### src/rtl/mctl_pkg.sv
// Shared encodings for the multi-cycle MIPS control unit: FSM states, opcodes,
// ALU op classes, datapath mux codes and the decoded instruction-class vector.
package mctl_pkg;

  typedef enum logic [2:0] {
    StIf  = 3'd0,
    StId  = 3'd1,
    StEx  = 3'd2,
    StMem = 3'd3,
    StWb  = 3'd4
  } state_e;

  localparam logic [5:0] OpR    = 6'b000000;
  localparam logic [5:0] OpJ    = 6'b000010;
  localparam logic [5:0] OpBeq  = 6'b000100;
  localparam logic [5:0] OpBne  = 6'b000101;
  localparam logic [5:0] OpAddi = 6'b001000;
  localparam logic [5:0] OpOri  = 6'b001101;
  localparam logic [5:0] OpLw   = 6'b100011;
  localparam logic [5:0] OpSw   = 6'b101011;

  localparam logic [1:0] AluAdd   = 2'd0;
  localparam logic [1:0] AluSub   = 2'd1;
  localparam logic [1:0] AluFunct = 2'd2;
  localparam logic [1:0] AluOr    = 2'd3;

  localparam logic [1:0] PcSrcAlu    = 2'd0;
  localparam logic [1:0] PcSrcAluOut = 2'd1;
  localparam logic [1:0] PcSrcJump   = 2'd2;

  localparam logic [1:0] SrcBRt    = 2'd0;
  localparam logic [1:0] SrcBFour  = 2'd1;
  localparam logic [1:0] SrcBImm   = 2'd2;
  localparam logic [1:0] SrcBImmSh = 2'd3;

  typedef struct packed {
    logic r;
    logic j;
    logic beq;
    logic bne;
    logic addi;
    logic ori;
    logic lw;
    logic sw;
  } instr_cls_t;

endpackage

### src/rtl/mctl_decode.sv
// Combinational opcode decoder: one-hot instruction class plus a legal flag.
module mctl_decode
  import mctl_pkg::*;
#(
  parameter int unsigned OP_W = 6
) (
  input  logic [OP_W-1:0] op_i,
  output instr_cls_t      cls_o,
  output logic            legal_o
);

  always_comb begin
    cls_o = '0;
    case (op_i)
      OP_W'(OpR):    cls_o.r    = 1'b1;
      OP_W'(OpJ):    cls_o.j    = 1'b1;
      OP_W'(OpBeq):  cls_o.beq  = 1'b1;
      OP_W'(OpBne):  cls_o.bne  = 1'b1;
      OP_W'(OpAddi): cls_o.addi = 1'b1;
      OP_W'(OpOri):  cls_o.ori  = 1'b1;
      OP_W'(OpLw):   cls_o.lw   = 1'b1;
      OP_W'(OpSw):   cls_o.sw   = 1'b1;
      default:       cls_o      = '0;
    endcase
  end

  assign legal_o = |cls_o;

endmodule

### src/rtl/multicycle_ctl.sv
// Multi-cycle MIPS control FSM (IF/ID/EX/MEM/WB) with memory-ready stalls.
// Define MCTL_PERF_EN to add cycle and retired-instruction counters.
module multicycle_ctl
  import mctl_pkg::*;
#(
  parameter int unsigned OP_W    = 6,
  parameter int unsigned ALUOP_W = 2,
  parameter int unsigned CNT_W   = 32
) (
  input  logic               clk_i,
  input  logic               rst_ni,
  input  logic [OP_W-1:0]    op_i,
  input  logic               zero_i,
  input  logic               mem_ready_i,
  output logic               pc_write_o,
  output logic [1:0]         pc_src_o,
  output logic               ir_write_o,
  output logic               mem_read_o,
  output logic               mem_write_o,
  output logic               i_or_d_o,
  output logic               alu_src_a_o,
  output logic [1:0]         alu_src_b_o,
  output logic [ALUOP_W-1:0] alu_op_o,
  output logic               reg_write_o,
  output logic               reg_dst_o,
  output logic               mem_to_reg_o,
  output logic               instr_done_o,
  output logic               illegal_o,
  output logic [2:0]         state_o
`ifdef MCTL_PERF_EN
  ,
  output logic [CNT_W-1:0]   cyc_cnt_o,
  output logic [CNT_W-1:0]   instr_cnt_o
`endif
);

  state_e          state_q, state_d;
  logic [OP_W-1:0] op_q, op_d;
  logic [OP_W-1:0] dec_op;
  instr_cls_t      cls;
  logic            legal;

  // ID decodes the live IR field; later states use the opcode captured in ID.
  assign dec_op = (state_q == StId) ? op_i : op_q;

  mctl_decode #(
    .OP_W(OP_W)
  ) u_decode (
    .op_i   (dec_op),
    .cls_o  (cls),
    .legal_o(legal)
  );

  always_ff @(posedge clk_i or negedge rst_ni) begin
    if (!rst_ni) begin
      state_q <= StIf;
      op_q    <= '0;
    end else begin
      state_q <= state_d;
      op_q    <= op_d;
    end
  end

  // Every output is held low while reset is asserted, including IF's read request.
  always_comb begin
    state_d      = StIf;
    op_d         = op_q;
    pc_write_o   = 1'b0;
    pc_src_o     = PcSrcAlu;
    ir_write_o   = 1'b0;
    mem_read_o   = 1'b0;
    mem_write_o  = 1'b0;
    i_or_d_o     = 1'b0;
    alu_src_a_o  = 1'b0;
    alu_src_b_o  = SrcBRt;
    alu_op_o     = ALUOP_W'(AluAdd);
    reg_write_o  = 1'b0;
    reg_dst_o    = 1'b0;
    mem_to_reg_o = 1'b0;
    instr_done_o = 1'b0;
    illegal_o    = 1'b0;
    if (rst_ni) begin
      case (state_q)
        StIf: begin
          mem_read_o  = 1'b1;
          alu_src_b_o = SrcBFour;
          state_d     = StIf;
          if (mem_ready_i) begin
            ir_write_o = 1'b1;
            pc_write_o = 1'b1;
            state_d    = StId;
          end
        end
        StId: begin
          op_d        = op_i;
          alu_src_b_o = SrcBImmSh;
          if (cls.j) begin
            pc_write_o   = 1'b1;
            pc_src_o     = PcSrcJump;
            instr_done_o = 1'b1;
          end else if (!legal) begin
            illegal_o    = 1'b1;
            instr_done_o = 1'b1;
          end else begin
            state_d = StEx;
          end
        end
        StEx: begin
          if (cls.r) begin
            alu_src_a_o = 1'b1;
            alu_op_o    = ALUOP_W'(AluFunct);
            state_d     = StWb;
          end else if (cls.addi || cls.lw || cls.sw) begin
            alu_src_a_o = 1'b1;
            alu_src_b_o = SrcBImm;
            state_d     = cls.addi ? StWb : StMem;
          end else if (cls.ori) begin
            alu_src_a_o = 1'b1;
            alu_src_b_o = SrcBImm;
            alu_op_o    = ALUOP_W'(AluOr);
            state_d     = StWb;
          end else if (cls.beq || cls.bne) begin
            alu_src_a_o  = 1'b1;
            alu_op_o     = ALUOP_W'(AluSub);
            pc_src_o     = PcSrcAluOut;
            pc_write_o   = cls.beq ? zero_i : !zero_i;
            instr_done_o = 1'b1;
          end
        end
        StMem: begin
          i_or_d_o    = 1'b1;
          mem_read_o  = cls.lw;
          mem_write_o = cls.sw;
          state_d     = StMem;
          if (mem_ready_i) begin
            state_d      = cls.lw ? StWb : StIf;
            instr_done_o = cls.sw;
          end
        end
        StWb: begin
          reg_write_o  = 1'b1;
          reg_dst_o    = cls.r;
          mem_to_reg_o = cls.lw;
          instr_done_o = 1'b1;
        end
        default: state_d = StIf;
      endcase
    end
  end

  assign state_o = state_q;

`ifdef MCTL_PERF_EN
  logic [CNT_W-1:0] cyc_cnt_q, instr_cnt_q;

  always_ff @(posedge clk_i or negedge rst_ni) begin
    if (!rst_ni) begin
      cyc_cnt_q   <= '0;
      instr_cnt_q <= '0;
    end else begin
      cyc_cnt_q <= cyc_cnt_q + CNT_W'(1);
      if (instr_done_o) instr_cnt_q <= instr_cnt_q + CNT_W'(1);
    end
  end

  assign cyc_cnt_o   = cyc_cnt_q;
  assign instr_cnt_o = instr_cnt_q;
`else
  logic unused_cnt_w;
  assign unused_cnt_w = ^CNT_W;
`endif

endmodule

### config.mk
export PLATFORM = sky130hd
export DESIGN_NAME = multicycle_ctl
export DESIGN_NICKNAME = d
export VERILOG_FILES = /design/src/rtl/mctl_pkg.sv /design/src/rtl/mctl_decode.sv /design/src/rtl/multicycle_ctl.sv
export SDC_FILE = /design/constraint.sdc
export NUM_CORES = 1
export LEC_CHECK = 0
export CELL_PAD_IN_SITES_DETAIL_PLACEMENT = 1
export CELL_PAD_IN_SITES_GLOBAL_PLACEMENT = 1
export CORE_UTILIZATION = 35
export DETAILED_ROUTE_END_ITERATION = 16
export HOLD_SLACK_MARGIN = 0.08
export PLACE_DENSITY_LB_ADDON = 0.1
export RECOVER_POWER = 25
export SLEW_MARGIN = 20
export SYNTH_ARGS = -nofsm -noshare
export SYNTH_HDL_FRONTEND = slang
export SYNTH_SLANG_ARGS = --single-unit
### constraint.sdc
create_clock -name clk_i -period 3 [get_ports clk_i]
set_input_delay 0.6 -clock clk_i [delete_from_list [all_inputs] [get_ports clk_i]]
set_output_delay 0.6 -clock clk_i [all_outputs]
set_load 0.02 [all_outputs]
-- After elaboration in Yosys (flattened, before gate mapping)
Index checks and enable logic that the tools add are counted.
- bits in registers: 9
- output and inout bits: 20
- word-level logic and storage cells: 97
- eq/ne operators: 11
- mux-type cells: 77
- reductions and logical operators: 7
- operator list (kind ; number):
    two-way mux 1 bit ; 50
    two-way mux 2 bit ; 13
    two-way mux 3 bit ; 7
    == test 6 x 3 -> 1 bit, second input constant ; 2
    == test 6 x 4 -> 1 bit, second input constant ; 2
    == test 6 bit, second input constant ; 2
    one-hot mux 3 bit (4 select lines) ; 1
    OR reduction 8 bit ; 1
    == test 3 x 2 -> 1 bit, second input constant ; 2
    == test 6 x 2 -> 1 bit, second input constant ; 1
    zero test 6 bit ; 1
    two-way mux 6 bit ; 1
    one-hot mux 2 bit (3 select lines) ; 1
    one-hot mux 1 bit (4 select lines) ; 1
    one-hot mux 2 bit (2 select lines) ; 1
    == test 3 x 1 -> 1 bit, second input constant ; 1
    == test 3 bit, second input constant ; 1
    zero test 3 bit ; 1
    logical OR 1 bit ; 3
    one-hot mux 1 bit (3 select lines) ; 1
    one-hot mux 1 bit (2 select lines) ; 1
    zero test 1 bit ; 1

-- Longest topological paths before layout
Gate-level depths: netlist (run 1).
- word-level depth: 11
- mapped depth: 5

-- Modules after synthesis
From an unflattened synthesis (run 1), not the netlist that was laid out.
- cells, all modules: 102
- area total of the unflattened synthesis: 903.4 µm²
- modules (own cells, without submodules) (module ; times used ; cells an instance ; area an instance (µm²)):
    multicycle_ctl ; 1 ; 77 ; 744.5
    mctl_decode ; 1 ; 25 ; 158.9

-- Worst setup path before layout (run 1)
OpenSTA, ideal clock, no wires.
- path kind: register -> output
- from: reg state_q[2] (netlist: state_o[2])
- to: out mem_to_reg_o
- arrival: 2.058 ns
- data required time: 2.400 ns
- path slack: 0.342 ns
- cell stages (with the launch flop): 6
- buffers on the path: 1
- cell sequence: dfrtp_1 > or3b_1 > buf_6 > or3_4 > a21boi_4 > nor3_1
- word-level cells in the longest chain between the ends: 6
- elaborated cells on any way between the ends: 7
- classes of those cells: eq/ne: 3; mux: 4
- RTL lines (element ; line ; source):
    from (decl) ; multicycle_ctl.sv:37 ; state_e state_q, state_d;
    from (signal assigned) ; multicycle_ctl.sv:56 ; state_q <= StIf;
    from (signal assigned) ; multicycle_ctl.sv:59 ; state_q <= state_d;
    == test 3 x 1 -> 1 bit ; multicycle_ctl.sv:44 ; assign dec_op = (state_q == StId) ? op_i : op_q;
    two-way mux 6 bit ; multicycle_ctl.sv:44 ;
    == test 6 bit ; mctl_decode.sv:14 ; case (op_i)
    two-way mux 1 bit ; mctl_decode.sv:14 ;
    two-way mux 1 bit * ; multicycle_ctl.sv:83 ; case (state_q)
    two-way mux 1 bit * ; multicycle_ctl.sv:82 ; if (rst_ni) begin
    to (decl) ; multicycle_ctl.sv:26 ; output logic mem_to_reg_o,
Every way passes the cells marked *; elsewhere a longest branch is shown, timed or not.

-- Worst setup path after layout (run 1)
- from: in op_i[1]
- to: out alu_op_o[1]
- word-level cells in the longest chain between the ends: 9
- elaborated cells on any way between the ends: 18
- classes of those cells: eq/ne: 4; mux: 11; reduce/logical: 3
- RTL lines (element ; line ; source):
    from (decl) ; multicycle_ctl.sv:12 ; input logic [OP_W-1:0] op_i,
    two-way mux 6 bit * ; multicycle_ctl.sv:44 ;
    == test 6 x 4 -> 1 bit or == test 6 bit (tied branches) ; mctl_decode.sv:14 ;
    two-way mux 1 bit ; mctl_decode.sv:14 ;
    logical OR 1 bit (2 in series) ; multicycle_ctl.sv:113 ; end else if (cls.addi || cls.lw || cls.sw) begin
    two-way mux 2 bit ; multicycle_ctl.sv:113 ;
    two-way mux 2 bit * ; multicycle_ctl.sv:109 ; if (cls.r) begin
    two-way mux 2 bit * ; multicycle_ctl.sv:83 ;
    two-way mux 2 bit * ; multicycle_ctl.sv:82 ;
    to (decl) ; multicycle_ctl.sv:23 ; output logic [ALUOP_W-1:0] alu_op_o,
Marks and branches as above.

==> results of run 1 <==
-- worst paths after layout --
path / cells after the start / startpoint / end / slack [ns]
hold reg to reg: 1 / op_q[5]$_DFFE_PN0P_ / op_q[5]$_DFFE_PN0P_ / 0.64
setup / recovery: 6 / op_i[1] / alu_op_o[1] / -0.04
setup reg to reg: 8 / state_o[1]$_DFF_PN0_ / state_o[2]$_DFF_PN0_ / 1.26
max in group asynchronous: 3 / rst_ni / op_q[2]$_DFFE_PN0P_ / 2.07
min in group clk_i: 1 / op_q[5]$_DFFE_PN0P_ / op_q[5]$_DFFE_PN0P_ / 0.64
hold / removal: 2 / rst_ni / state_o[0]$_DFF_PN0_ / 0.63
-- cell families (layout without fill, tap and decap cells) --
logic type,after synthesis,in the layout
AND/OR/NAND/NOR,59,59
AO/OA/AOI/OAI,25,25
buffers and inverters,8,65
XOR/XNOR,1,1
flip-flops,9,9
multiplexers,8,8
-- worst register-to-register path: stages, from the launching register on --
cell and delay, ns:
sky130_fd_sc_hd__dfrtp_1 0.38, sky130_fd_sc_hd__buf_4 0.18, sky130_fd_sc_hd__nor3b_1 0.22, sky130_fd_sc_hd__buf_4 0.22, sky130_fd_sc_hd__nor4_1 0.06, sky130_fd_sc_hd__buf_4 0.15, sky130_fd_sc_hd__o21bai_1 0.18, sky130_fd_sc_hd__buf_4 0.14
sky130_fd_sc_hd__o22ai_1 0.07
-- state kept, by name, summed over array words and instances, names as in the netlist --
name,count
op_q,6
state_o,3
-- cells in the final DEF, fill, tap and decap left out, drive strengths merged, types with 3 or more instances in the layout --
master / instances
buf: 29
clkdlybuf4s50: 18
nor2: 15
dfrtp: 9
clkbuf: 9
mux2: 7
nand2: 5
nor2b: 5
nor3: 5
o21ai: 4
nand3: 4
nand2b: 3
inv: 3
nor3b: 3
nand4b: 3
a31oi: 3
and3: 3
dlygate4sd2: 3
nor4: 3
-- area by class of cell --
type                            instances  area [µm²]  area share (%)
Clock buffer                            4        26.3            1.84
Inverter                                3        11.3           0.790
Multi-Input combinational cell         93         643            45.1
Sequential cell                         9         225            15.8
Tap cell                               30        37.5            2.63
Timing Repair Buffer                   58         482            33.8
-- timing repair --
item,CTS,global route
pin swaps,1,0
setup endpoints to repair,10,8
gates resized for setup,10,17
gates cloned,0,0
buffers inserted,0,0
-- layer usage --
| metal | GRT usage [%] | wire length (µm) | up-vias |
|---|---|---|---|
| met5 | 0 | 0 | - |
| met4 | 12.3 | 133 | 0 |
| met3 | 3.77 | 172 | 17 |
| met2 | 47.9 | 1750 | 48 |
| met1 | 34.1 | 1440 | 555 |
| li1 | - | - | 532 |
-- where the power goes --
group / leakage (nW) / total [mW] / switching [mW] / internal, mW
sequential: 0.112 / 0.176 / 0.0350 / 0.141
clock: 0.0150 / 0.103 / 0.0514 / 0.0516
combinational: 0.499 / 0.187 / 0.0949 / 0.0924
-- per-stage QoR --
step | cells | TNS, ns
after floorplan | 110 | 0
after global placement | 193 | -1.90
after detailed placement | 193 | -2.04
after CTS | 197 | 0
after global routing | 197 | -0.0488
final | 197 | -0.0358
==> impl_summary.log, run 1 <==
INFO  metric yosysSeqAreaShare = 25.0%
INFO  metric transition_time_at_the_pin_with_the_least_slew_margin = 0.590 ns
INFO  metric finalWirelength = 3490 µm
INFO  metric kind_of_capture_point_of_the_worst_setup_path = output port
INFO  metric netlist_instances = 110
INFO  metric relSlewSlack = 60.2%
INFO  metric cts.sink_count = 9
INFO  metric critPathKind = in2out
INFO  metric final_setup_vio_count = 1
INFO  metric drt_first_pass_iters = 4
INFO  metric post_cts_clock_slew_at_the_launch_and_capture_registers_of_the_worst_setup_and_hold_paths = 0.06 ns
INFO  metric critical_path.slowest_cell = sky130_fd_sc_hd__or3_1
INFO  metric final_max_slew_viol_count = 0
INFO  metric layout.filler_cells = 305
INFO  metric holdWs = 0.630 ns
INFO  metric max_freq = 329 MHz
INFO  metric initialDrtViolationCount = 18
INFO  metric drt_drc_violations_left = 0
INFO  metric synthSimpleGateAreaFrac = 38.7%
INFO  metric crit_path_max_incr_delay = 0.45 ns
INFO  metric htreeDepth = 1
INFO  metric yosysWarnings = 0
INFO  metric synth.cell_area = 902 µm²
INFO  metric floorplan.die_area = 0.00278 mm²
INFO  metric hp-class = in2async
INFO  metric yosys.cell_count.top_type = sky130_fd_sc_hd__nor2_1
INFO  metric synth_seq_cells = 9
INFO  metric synth.top_cell.area_share = 25.0%
INFO  metric place_worst_setup_slack = -0.275 ns
INFO  metric gp_weighted_congestion = 0.890
INFO  metric result_of_the_run = finished, violations left
INFO  metric dp.final_hpwl = 2720 µm
INFO  metric crit_fanout = 3
INFO  metric finish.instance_area = 0.00143 mm²
INFO  metric netlist.top_cell.by_area = sky130_fd_sc_hd__dfrtp_1
INFO  metric postLayoutSetupSlackWorst = -0.0358 ns
INFO  metric cts.path.max_buffers = 2
INFO  metric util_after_layout = 58.1%
INFO  metric antenna_cells = 0
INFO  metric antenna_left = 0
INFO  metric gr-total-overflow = 0
INFO  metric die_w = 52.8 µm
INFO  metric path_buf_inv = 2
INFO  metric final_critical_delay_including_setup_and_external_delays = 3.04 ns
INFO  metric dominant_combinational_cell_family_by_area_after_synthesis = simple AND/OR/NAND/NOR gates
INFO  metric synth-adder-area-share = 0%
INFO  metric grt_pass1_vias = 1116
INFO  metric total_leakage_power = 0.626 nW
INFO  metric clk-insertion-delay-late = 0.28 ns
INFO  metric synth-compound-area-share = 21.1%
INFO  metric dominantRegCellSynth = sky130_fd_sc_hd__dfrtp_1
INFO  metric yosysUniqueCellTypes = 41
INFO  metric detailed_place.area = 0.00142 mm²
INFO  metric crit_chain = clkdlybuf4s50_1 > or3_1 > nor2_1 > o221ai_1 > a21oi_1 > clkdlybuf4s15_1
INFO  metric grt_util_all_layers = 27.9%
INFO  metric vias = 1152
INFO  metric synth.avg_cell_area = 8.20 µm²
INFO  metric share_of_cells_above_drive_strength_1 = 28.7%
INFO  metric drt-vias-per-instance = 5.85
INFO  metric net_count_synth = 120
INFO  metric antenna_found_initial = 0
INFO  metric synth-edff-count = 0
INFO  metric routedWlPerCell = 17.7 µm
INFO  metric cts_tree = done
INFO  metric synth.cells.most_frequent = sky130_fd_sc_hd__nor2_1 (15), sky130_fd_sc_hd__dfrtp_1 (9), sky130_fd_sc_hd__mux2_2 (7)
INFO  metric setup.worst_path.start_class = primary input
INFO  metric flow.area_growth_from_synthesis = 58.0%
INFO  metric cts-root-buf = sky130_fd_sc_hd__clkbuf_4
INFO  metric share_of_async_settable_or_async_resettable_flops_after_synthesis = 100%
INFO  metric finalHoldViolCount = 0
INFO  metric power_per_cell_area = 327 mW/mm²
INFO  metric arrival_time_at_the_worst_endpoint = 2.44 ns
INFO  metric count_of_standard_cell_rows = 18
INFO  metric io_pins = 30
INFO  metric post_synth_main_area_contributors = sky130_fd_sc_hd__dfrtp_1 (25%), sky130_fd_sc_hd__mux2_2 (8.7%), sky130_fd_sc_hd__nor2_1 (6.2%), sky130_fd_sc_hd__nor2b_1 (3.5%), sky130_fd_sc_hd__nand4b_1 (2.9%)
INFO  metric worst-endpoint-required = 2.40 ns
INFO  metric sum_of_internal_switching_and_leakage_power = 466 µW
INFO  metric synth_xor_xnor_area_share = 0.971%
INFO  metric fin_nets = 178
INFO  metric violated_checks = negative setup slack
INFO  metric drv_cap = 0
INFO  metric critical-path-top-delay-family = buffers and inverters
INFO  metric muxShareOfSynthArea = 9.85%
INFO  metric die-height = 52.8 µm
INFO  metric timing.final.crit_share = 101%
INFO  metric coreArea = 0.00245 mm²
INFO  metric initial_core_util = 36.7%
INFO  metric wire_length_of_the_first_global_routing_pass = 5490 µm
INFO  metric ir_drop = 0.313 mV
INFO  metric postCtsHoldBufs = 0
INFO  metric clock_skew = 0.00870 ns
INFO  metric portBuffers = 29
INFO  metric grt_start_max_net_pins = 14
INFO  metric numCtsBuffers = 3
Note: power is estimated with default switching activity, not from simulation.
==> run 2, diff against run 1 <==
--- a/config.mk
+++ b/config.mk
@@ -12,7 +12,6 @@
 export HOLD_SLACK_MARGIN = 0.08
 export PLACE_DENSITY_LB_ADDON = 0.1
 export RECOVER_POWER = 25
-export SLEW_MARGIN = 20
 export SYNTH_ARGS = -nofsm -noshare
 export SYNTH_HDL_FRONTEND = slang
 export SYNTH_SLANG_ARGS = --single-unit
==> results of run 2 <==
No change in the layout: final DEF, timing and power equal those of run 1.
==> run 3, diff against run 2 <==
--- a/config.mk
+++ b/config.mk
@@ -9,9 +9,11 @@
 export CELL_PAD_IN_SITES_GLOBAL_PLACEMENT = 1
 export CORE_UTILIZATION = 35
 export DETAILED_ROUTE_END_ITERATION = 16
+export GPL_ROUTABILITY_DRIVEN = 0
 export HOLD_SLACK_MARGIN = 0.08
 export PLACE_DENSITY_LB_ADDON = 0.1
 export RECOVER_POWER = 25
 export SYNTH_ARGS = -nofsm -noshare
 export SYNTH_HDL_FRONTEND = slang
+export SYNTH_HIERARCHICAL = 1
 export SYNTH_SLANG_ARGS = --single-unit
==> impl_summary.log, run 3 <==
INFO  metric arrival_time_at_the_worst_endpoint = 2.97 ns
INFO  metric largest_register_ff_count = 6
INFO  metric finalSetupTns = -4.18 ns
INFO  metric final_critical_delay_including_setup_and_external_delays = 3.57 ns
INFO  metric layout.filler_cells = 282
INFO  metric fin_nets = 180
INFO  metric initialDrtViolationCount = 15
INFO  metric power_per_cell_area = 437 mW/mm²
INFO  metric setup.worst_path.start_class = flip-flop
INFO  metric die-height = 52.8 µm
INFO  metric drt_drc_violations_left = 0
INFO  metric dp.final_hpwl = 2660 µm
INFO  metric kind_of_capture_point_of_the_worst_setup_path = output port
INFO  metric initial_core_util = 36.8%
INFO  metric placedCellCount = 184
INFO  metric relSlewSlack = 57.5%
INFO  metric htreeDepth = 1
INFO  metric transition_time_at_the_pin_with_the_least_slew_margin = 0.637 ns
INFO  metric yosysUniqueCellTypes = 42
INFO  metric critPathKind = reg2out
INFO  metric yosysSeqAreaShare = 24.9%
INFO  metric share_of_async_settable_or_async_resettable_flops_after_synthesis = 100%
INFO  metric numCtsBuffers = 3
INFO  metric antenna_cells = 0
INFO  metric cts.path.max_buffers = 2
INFO  metric yosysWarnings = 6
INFO  metric finish.instance_area = 0.00165 mm²
INFO  metric yosys.cell_count.top_type = sky130_fd_sc_hd__nor2_1
INFO  metric result_of_the_run = finished, violations left
INFO  metric clock_skew = 0.00309 ns
INFO  metric gr-total-overflow = 0
INFO  metric layout.cells.most_common = sky130_fd_sc_hd__buf_4
INFO  metric worst-endpoint-required = 2.40 ns
INFO  metric post_cts_clock_slew_at_the_launch_and_capture_registers_of_the_worst_setup_and_hold_paths = 0.07 ns
INFO  metric place_worst_setup_slack = -0.837 ns
INFO  metric synth.top_cell.area_share = 24.9%
INFO  metric net_count_synth = 112
INFO  metric netlist.top_cell.by_area = sky130_fd_sc_hd__dfrtp_1
INFO  metric max_freq = 280 MHz
INFO  metric post_synth_main_area_contributors = sky130_fd_sc_hd__dfrtp_1 (25%), sky130_fd_sc_hd__mux2_2 (15%), sky130_fd_sc_hd__nor2_1 (5.8%), sky130_fd_sc_hd__nand3b_1 (4.2%), sky130_fd_sc_hd__nor3_1 (3.9%)
INFO  metric portBuffers = 29
INFO  metric drt-vias-per-instance = 5.78
INFO  metric ir_drop = 0.524 mV
INFO  metric antenna_found_initial = 0
INFO  metric hp-class = reg2reg
INFO  metric finalHoldViolCount = 0
INFO  metric synth-edff-count = 0
INFO  metric clk-insertion-delay-late = 0.28 ns
INFO  metric share_of_cells_above_drive_strength_1 = 56.8%
INFO  metric sum_of_internal_switching_and_leakage_power = 723 µW
INFO  metric grt_util_all_layers = 30.9%
INFO  metric wire_length_of_the_first_global_routing_pass = 6000 µm
INFO  metric synth_seq_cells = 9
INFO  metric routedWlPerCell = 22.5 µm
INFO  metric final_setup_vio_count = 12
INFO  metric violated_checks = negative setup slack
INFO  metric rsz_0062_raised_after_global_routing = true
INFO  metric drt_first_pass_iters = 4
INFO  metric holdWs = 0.514 ns
INFO  metric cts-root-buf = sky130_fd_sc_hd__clkbuf_4
INFO  metric vias = 1151
INFO  metric detailed_place.area = 0.00145 mm²
INFO  metric die_w = 52.8 µm
INFO  metric crit_fanout = 5
INFO  metric postLayoutSetupSlackWorst = -0.572 ns
INFO  metric synth.avg_cell_area = 8.86 µm²
INFO  metric netlist_instances = 102
INFO  metric flow.area_growth_from_synthesis = 83.0%
INFO  metric grt_pass1_vias = 1160
INFO  metric antenna_left = 0
INFO  metric synth.cells.most_frequent = sky130_fd_sc_hd__nor2_1 (14), sky130_fd_sc_hd__mux2_2 (12), sky130_fd_sc_hd__dfrtp_1 (9)
INFO  metric util_after_layout = 67.3%
INFO  metric drv_cap = 0
INFO  metric post_layout_nonfiller_instances = 199
INFO  metric finalWirelength = 4470 µm
INFO  metric cts.sink_count = 9
INFO  metric final_max_slew_viol_count = 0
INFO  metric postCtsHoldBufs = 0
INFO  metric mostFrequentLayoutCells = sky130_fd_sc_hd__buf_4 (38), sky130_fd_sc_hd__clkdlybuf4s50_1 (15), sky130_fd_sc_hd__nor2_1 (9), sky130_fd_sc_hd__dfrtp_1 (8)
INFO  metric setup.reg_to_reg.worst_slack = 0.13 ns
INFO  metric dominantRegCellSynth = sky130_fd_sc_hd__dfrtp_1
INFO  metric count_of_standard_cell_rows = 18
INFO  metric timing.final.crit_share = 119%
INFO  metric floorplan.die_area = 0.00279 mm²
INFO  metric grt_start_max_net_pins = 12
INFO  metric coreArea = 0.00245 mm²
INFO  metric synth.cell_area = 903 µm²
INFO  metric total_leakage_power = 0.709 nW
INFO  metric cts_tree = done
INFO  metric top_register = op_q
INFO  metric io_pins = 30
## run 3: cell families (layout without fill, tap and decap cells)
logic type | Yosys count | after routing | share of synthesized area [%]
simple gates | 56 | 56 | 38.2
compound gates | 16 | 16 | 13.0
mux | 13 | 13 | 16.1
flops | 9 | 9 | 24.9
buf+inv | 6 | 73 | 5.54
fa+ha+maj | 1 | 1 | 1.25
xor+xnor | 1 | 1 | 0.970
## run 3: layout make-up
cell class	count	area [µm²]	share of cell area, %
clock buffer	4	26.3	1.59
inverter	1	3.75	0.227
multi-input combinational	87	785	47.5
sequential	9	226	13.7
tap	30	37.5	2.27
timing repair buffer	68	574	34.7
## run 3: critical path, stage by stage, from the launching register on
cell                       delay, ns
sky130_fd_sc_hd__dfrtp_2        0.43
sky130_fd_sc_hd__nor3b_4        0.23
sky130_fd_sc_hd__buf_4          0.20
sky130_fd_sc_hd__mux2_4         0.35
sky130_fd_sc_hd__buf_4          0.15
sky130_fd_sc_hd__nor3b_1        0.28
sky130_fd_sc_hd__o21ai_2        0.11
sky130_fd_sc_hd__a21oi_2        0.18
sky130_fd_sc_hd__nand2b_1       0.09
sky130_fd_sc_hd__a32o_2         0.25
sky130_fd_sc_hd__a211o_1        0.29
sky130_fd_sc_hd__buf_6          0.14
## run 3: timing repair
item	CTS	global route
buffers inserted	10	2
resized for setup	73	6
pin swaps	10	4
setup endpoints to repair	13	13
endpoints found under the hold margin	0	0
## run 3: final timing paths
| path | cells past startpoint | start | endpoint |
|---|---|---|---|
| max | 11 | state_o[1]$_DFF_PN0_ | instr_done_o |
| min | 1 | op_q[3]$_DFFE_PN0P_ | op_q[3]$_DFFE_PN0P_ |
| max reg2reg | 9 | state_o[1]$_DFF_PN0_ | state_o[2]$_DFF_PN0_ |
| min reg2reg | 1 | op_q[3]$_DFFE_PN0P_ | op_q[3]$_DFFE_PN0P_ |
| max in group asynchronous | 2 | rst_ni | state_o[1]$_DFF_PN0_ |
| min in group asynchronous | 2 | rst_ni | op_q[2]$_DFFE_PN0P_ |
## run 3: layer usage
layer / share of wire [%] / track usage, % / vias up / routed length [µm]
met4: 4.1 / 8.77 / 0 / 182
met2: 53 / 57.0 / 40 / 2370
met3: 2.9 / 6.38 / 16 / 130
met1: 40 / 35.2 / 586 / 1790
li1: - / - / 509 / -
met5: 0 / 0 / - / 0
## run 3: power breakdown
group	leakage [nW]	internal (mW)	switching (mW)	total [mW]
logic	0.584	0.233	0.225	0.458
registers	0.111	0.146	0.0146	0.161
clock network	0.0150	0.0517	0.0526	0.104
total	0.709	0.430	0.292	0.723
==> variant 1, RTL diff (settings of run 1) <==
Build with the macro `MCTL_PERF_EN` defined.
--- a/src/rtl/multicycle_ctl.sv
+++ b/src/rtl/multicycle_ctl.sv
@@ -1,5 +1,7 @@
 // Multi-cycle MIPS control FSM (IF/ID/EX/MEM/WB) with memory-ready stalls.
 // Define MCTL_PERF_EN to add cycle and retired-instruction counters.
+`define MCTL_PERF_EN
+
 module multicycle_ctl
   import mctl_pkg::*;
 #(
Behaviour (old outputs only; new: cyc_cnt_o and instr_cnt_o): unchanged (equiv_simple and equiv_induct, registers matched by name and starting in step).
==> variant 1 against run 1 <==
Count of clock-buffer cells in the layout increased by 7. Combinational power grew to 3.1 times the old value. Highest routed layer unchanged. Wire length increased to 2.9 times the old value. Fmax up 4.5%. Clock power grew to 6.9 times the old value. Cell area grew to 3.8 times the old value. Worst setup slack improved by 0.13 ns. Sequential cell count is 64 higher. First-iteration DRC count grew to 6.2 times the old value. Synthesized area rose to 4.1 times the old value. Non-clock buffer count is 84 higher. The run now ends clean. Power rose to 5.2 times the old value.
==> variant 1: results <==
[placement]
dpl.hpwl_um = 7430
dp_slack_ns = -0.764
io_buffers = 93
dpl.cell_count = 630

[grt]
groute.usage.overall_pct = 19.9
grtUsageMet1_pct = 26.4
grt_max_degree = 75

[critical_path]
worst-r2r-cell-count = 9
worstReg2RegStart = state_o[2]$_DFF_PN0_
r2r_end = instr_cnt_o[7]$_DFFE_PN0P_
crit_path_top_delay_cell = or4b_4

[run_status]
outcome = completed

[clock_tree]
cts_repair_resize_count = 45
htree_levels = 3
cts_root_buffer = clkbuf_8
insertion_delay_ns = 0.34

[logic_synthesis]
synth_xor_area_share_pct = 14.8
synth_common_cells = dfrtp_1 (73), xnor2_1 (48), nand2_1 (32)
synthTopCellsByArea = dfrtp_1 (49%), xnor2_1 (11%), xor2_1 (3.5%)
synth.yosys.seq_area_share_pct = 49.1
avgSynthCellArea_um2 = 10.3
synth_nets = 372

[layout]
stdcell_count = 647

[power_and_ir_drop]
power_per_cell_area_nw_per_um2 = 450
switching_share_pct = 31.6
p_seq_share_pct = 46.6

[routing]
wl_met3_um = 432
drtIter0Drc = 111

[timing]
slew_headroom_pct = 38.4
fin_worst_skew_ns = 0.0125
==> variant 1: cell types whose count changed after synthesis, moves of 4 or more <==
cell     before  now
xor2_1        0   15
a21oi_1       2    8
nor3_1        5   14
and4_1        0    4
inv_1         3    9
nand3_1       4   22
dfrtp_1       9   73
and3_1        3   16
nand2_1       5   32
nand4_1       2   18
nor2_1       15   23
xnor2_1       1   48
==> variant 1: cell type report <==
type / instances / area (µm²)
Clock buffer: 11 / 141
Clock inverter: 5 / 40.0
Fill cell: 1190 / 4970
Inverter: 9 / 33.8
Multi-Input combinational cell: 271 / 1860
Sequential cell: 73 / 1830
Tap cell: 136 / 170
Timing Repair Buffer: 142 / 1280
==> variant 1: worst max path at each step <==
stage	from	to	cells after the start
floorplan	state_o[2]$_DFF_PN0_	alu_op_o[0]	3
global placement	op_i[4]	pc_write_o	7
detailed placement	op_i[4]	pc_write_o	7
CTS	op_i[3]	illegal_o	7
global route	state_o[2]$_DFF_PN0_	reg_dst_o	6
finish	op_i[4]	pc_write_o	7
==> variant 2, RTL diff (settings of run 1) <==
Without the edit above. `op_q` no longer has a reset.
--- a/src/rtl/multicycle_ctl.sv
+++ b/src/rtl/multicycle_ctl.sv
@@ -54,11 +54,13 @@
   always_ff @(posedge clk_i or negedge rst_ni) begin
     if (!rst_ni) begin
       state_q <= StIf;
-      op_q    <= '0;
     end else begin
       state_q <= state_d;
-      op_q    <= op_d;
     end
+  end
+
+  always_ff @(posedge clk_i) begin
+    op_q <= op_d;
   end
 
   // Every output is held low while reset is asserted, including IF's read request.
Formal check against the unedited RTL: no difference found for any inputs over 10 cycles, from zero or initial values and one cycle with rst_ni low; that may be too few to reach the edited logic, so the function may still have changed.
==> variant 2 against run 1 <==
Critical path depth did not move. Count of clock-buffer cells in the layout did not move. Die area rose by 11%. Largest cell class unchanged. Sequential power fell by 15%. First-iteration DRC count rose to 2.7 times the old value. Power fell by 5.3%. Cell area rose by 14%. Sequential cell count did not move. Worst setup slack improved by 0.11 ns. Highest routed layer unchanged. Synthesized area rose by 12%. Register-to-register slack got worse by 0.37 ns. Wire length rose by 19%. Hold slack improved by 0.083 ns.
==> variant 2: results <==
[critical_path]
r2r_end = state_o[2]$_DFF_PN0_
worstReg2RegStart = state_o[1]$_DFF_PN0_
worst-r2r-cell-count = 7
cp.arrival_ns = 2.32
crit_path_max_fanout = 3
crit_end = reg_dst_o
startpoint = op_i[4]
r2r_slack_ns = 0.89

[logic_synthesis]
ys.flop_type = edfxtp_1
synth.most_common_cell = nor2_1
yosys_warnings = 0
synth_nets = 139
synth_common_cells = nor2_1 (15), nand2_1 (12), a21oi_1 (9)
ys_types = 44
synth.yosys.seq_area_share_pct = 25.3
synthTopCellsByArea = edfxtp_1 (18%), dfrtp_1 (7.4%), nor2_1 (5.6%)
synth_edf_count = 6
avgSynthCellArea_um2 = 7.82
async_flop_share_pct = 33.3

[timing]
fin_worst_skew_ns = 0.00284
worstMarginPinSlew_ns = 0.400
fin_crit_ns = 2.92

[run_status]
outcome = completed

[placement]
dpl.hpwl_um = 3100
dpl_cell_area_um2 = 1570
dp_slack_ns = -0.641
dpl.cell_count = 219
gp_congestion = 0.912
io_buffers = 29

[routing]
final_antenna_net_count = 0
wl_per_cell_um = 18.5
drtIter0Drc = 49
vias = 1299
via_per_inst = 5.80
firstDrtPassIters = 4

[layout]
layout-drive-gt1-share_pct = 38.9
fillCellCount = 334
antennaDiodeCount = 0
top_register = op_q
fin_util_pct = 59.5
largest_register_ffs = 6
layout.nets = 204

[clock_tree]
cts_root_buffer = clkbuf_4
cts_inserted_buffers = 3
clk_pin_slew_ns = 0.06
clockBufferDepth = 2

[grt]
grt_pass1_vias = 1371
grt_pass1_wl_um = 6710
groute.usage.overall_pct = 27.8
grt_max_degree = 13

[hold_path]
worstHoldPathType = flop to flop

[power_and_ir_drop]
power_mw = 0.441
p_leak_nw = 0.693
irDropWorstVdd_uv = 315
-- variant 2: changes by cell type after synthesis, sizes merged, moves of 3 or more --
cell	before	now
dfrtp	9	3
nand4b	3	0
nand2	5	12
a21oi	2	9
mux2	7	2
clkbuf	2	5
inv	3	6
or2	0	3
edfxtp	0	6
or4	0	3
-- variant 2: worst min-delay path by stage --
stage | from | cells past startpoint | endpoint | slack [ns]
global placement | op_q[5]$_DFFE_PP_ | 3 | op_q[5]$_DFFE_PP_ | 0.68
finish | op_q[1]$_DFFE_PP_ | 3 | op_q[1]$_DFFE_PP_ | 0.71
detailed placement | op_q[1]$_DFFE_PP_ | 3 | op_q[1]$_DFFE_PP_ | 0.69
CTS | rst_ni | 2 | state_o[0]$_DFF_PN0_ | 0.71
global route | op_q[5]$_DFFE_PP_ | 3 | op_q[5]$_DFFE_PP_ | 0.77
floorplan | rst_ni | 0 | state_o[0]$_DFF_PN0_ | 0.30
-- variant 2: final cells by class --
type,count,area share (%)
clock buffer,4,1.61
sequential,9,15.7
inverter,6,1.38
multi-input combinational,104,44.8
timing repair buffer,70,34.1
tap,31,2.38
-- variant 2: power by group --
group / leakage, nW / switching (mW) / internal [mW] / total (mW)
Clock: 0.0150 / 0.0456 / 0.0514 / 0.0970
Combinational: 0.579 / 0.102 / 0.0916 / 0.194
Sequential: 0.0999 / 0.00668 / 0.143 / 0.150
-- variant 2: metal layers --
metal	GRT usage [%]	wire, µm	vias to the layer above
met3	5.58	243	9
li1	-	-	598
met5	0	0	-
met1	34.1	1730	636
met4	8.21	101	0
met2	49.1	2070	56
-- variant 2: kinds of logic (layout without fill, tap and decap cells) --
group / Yosys count / count (layout) / share of synthesized area, %
buf+inv: 16 / 80 / 9.30
compound gates: 29 / 29 / 21.3
simple gates: 65 / 65 / 34.2
flops: 9 / 9 / 25.3
fa+ha+maj: 2 / 2 / 1.99
xor+xnor: 3 / 3 / 2.61
mux: 5 / 5 / 5.21
-- variant 2: repair_timing --
item	CTS	global route
buffers inserted	1	0
pin swaps	7	2
gates resized for setup	62	7
setup endpoints to repair	13	7
-- variant 2: worst max-delay path, stage by stage --
cell and delay, ns:
clkdlybuf4s15_1 0.18, or2_4 0.24, or4_4 0.54, o32a_1 0.36, nor2_1 0.14, clkdlybuf4s15_2 0.27
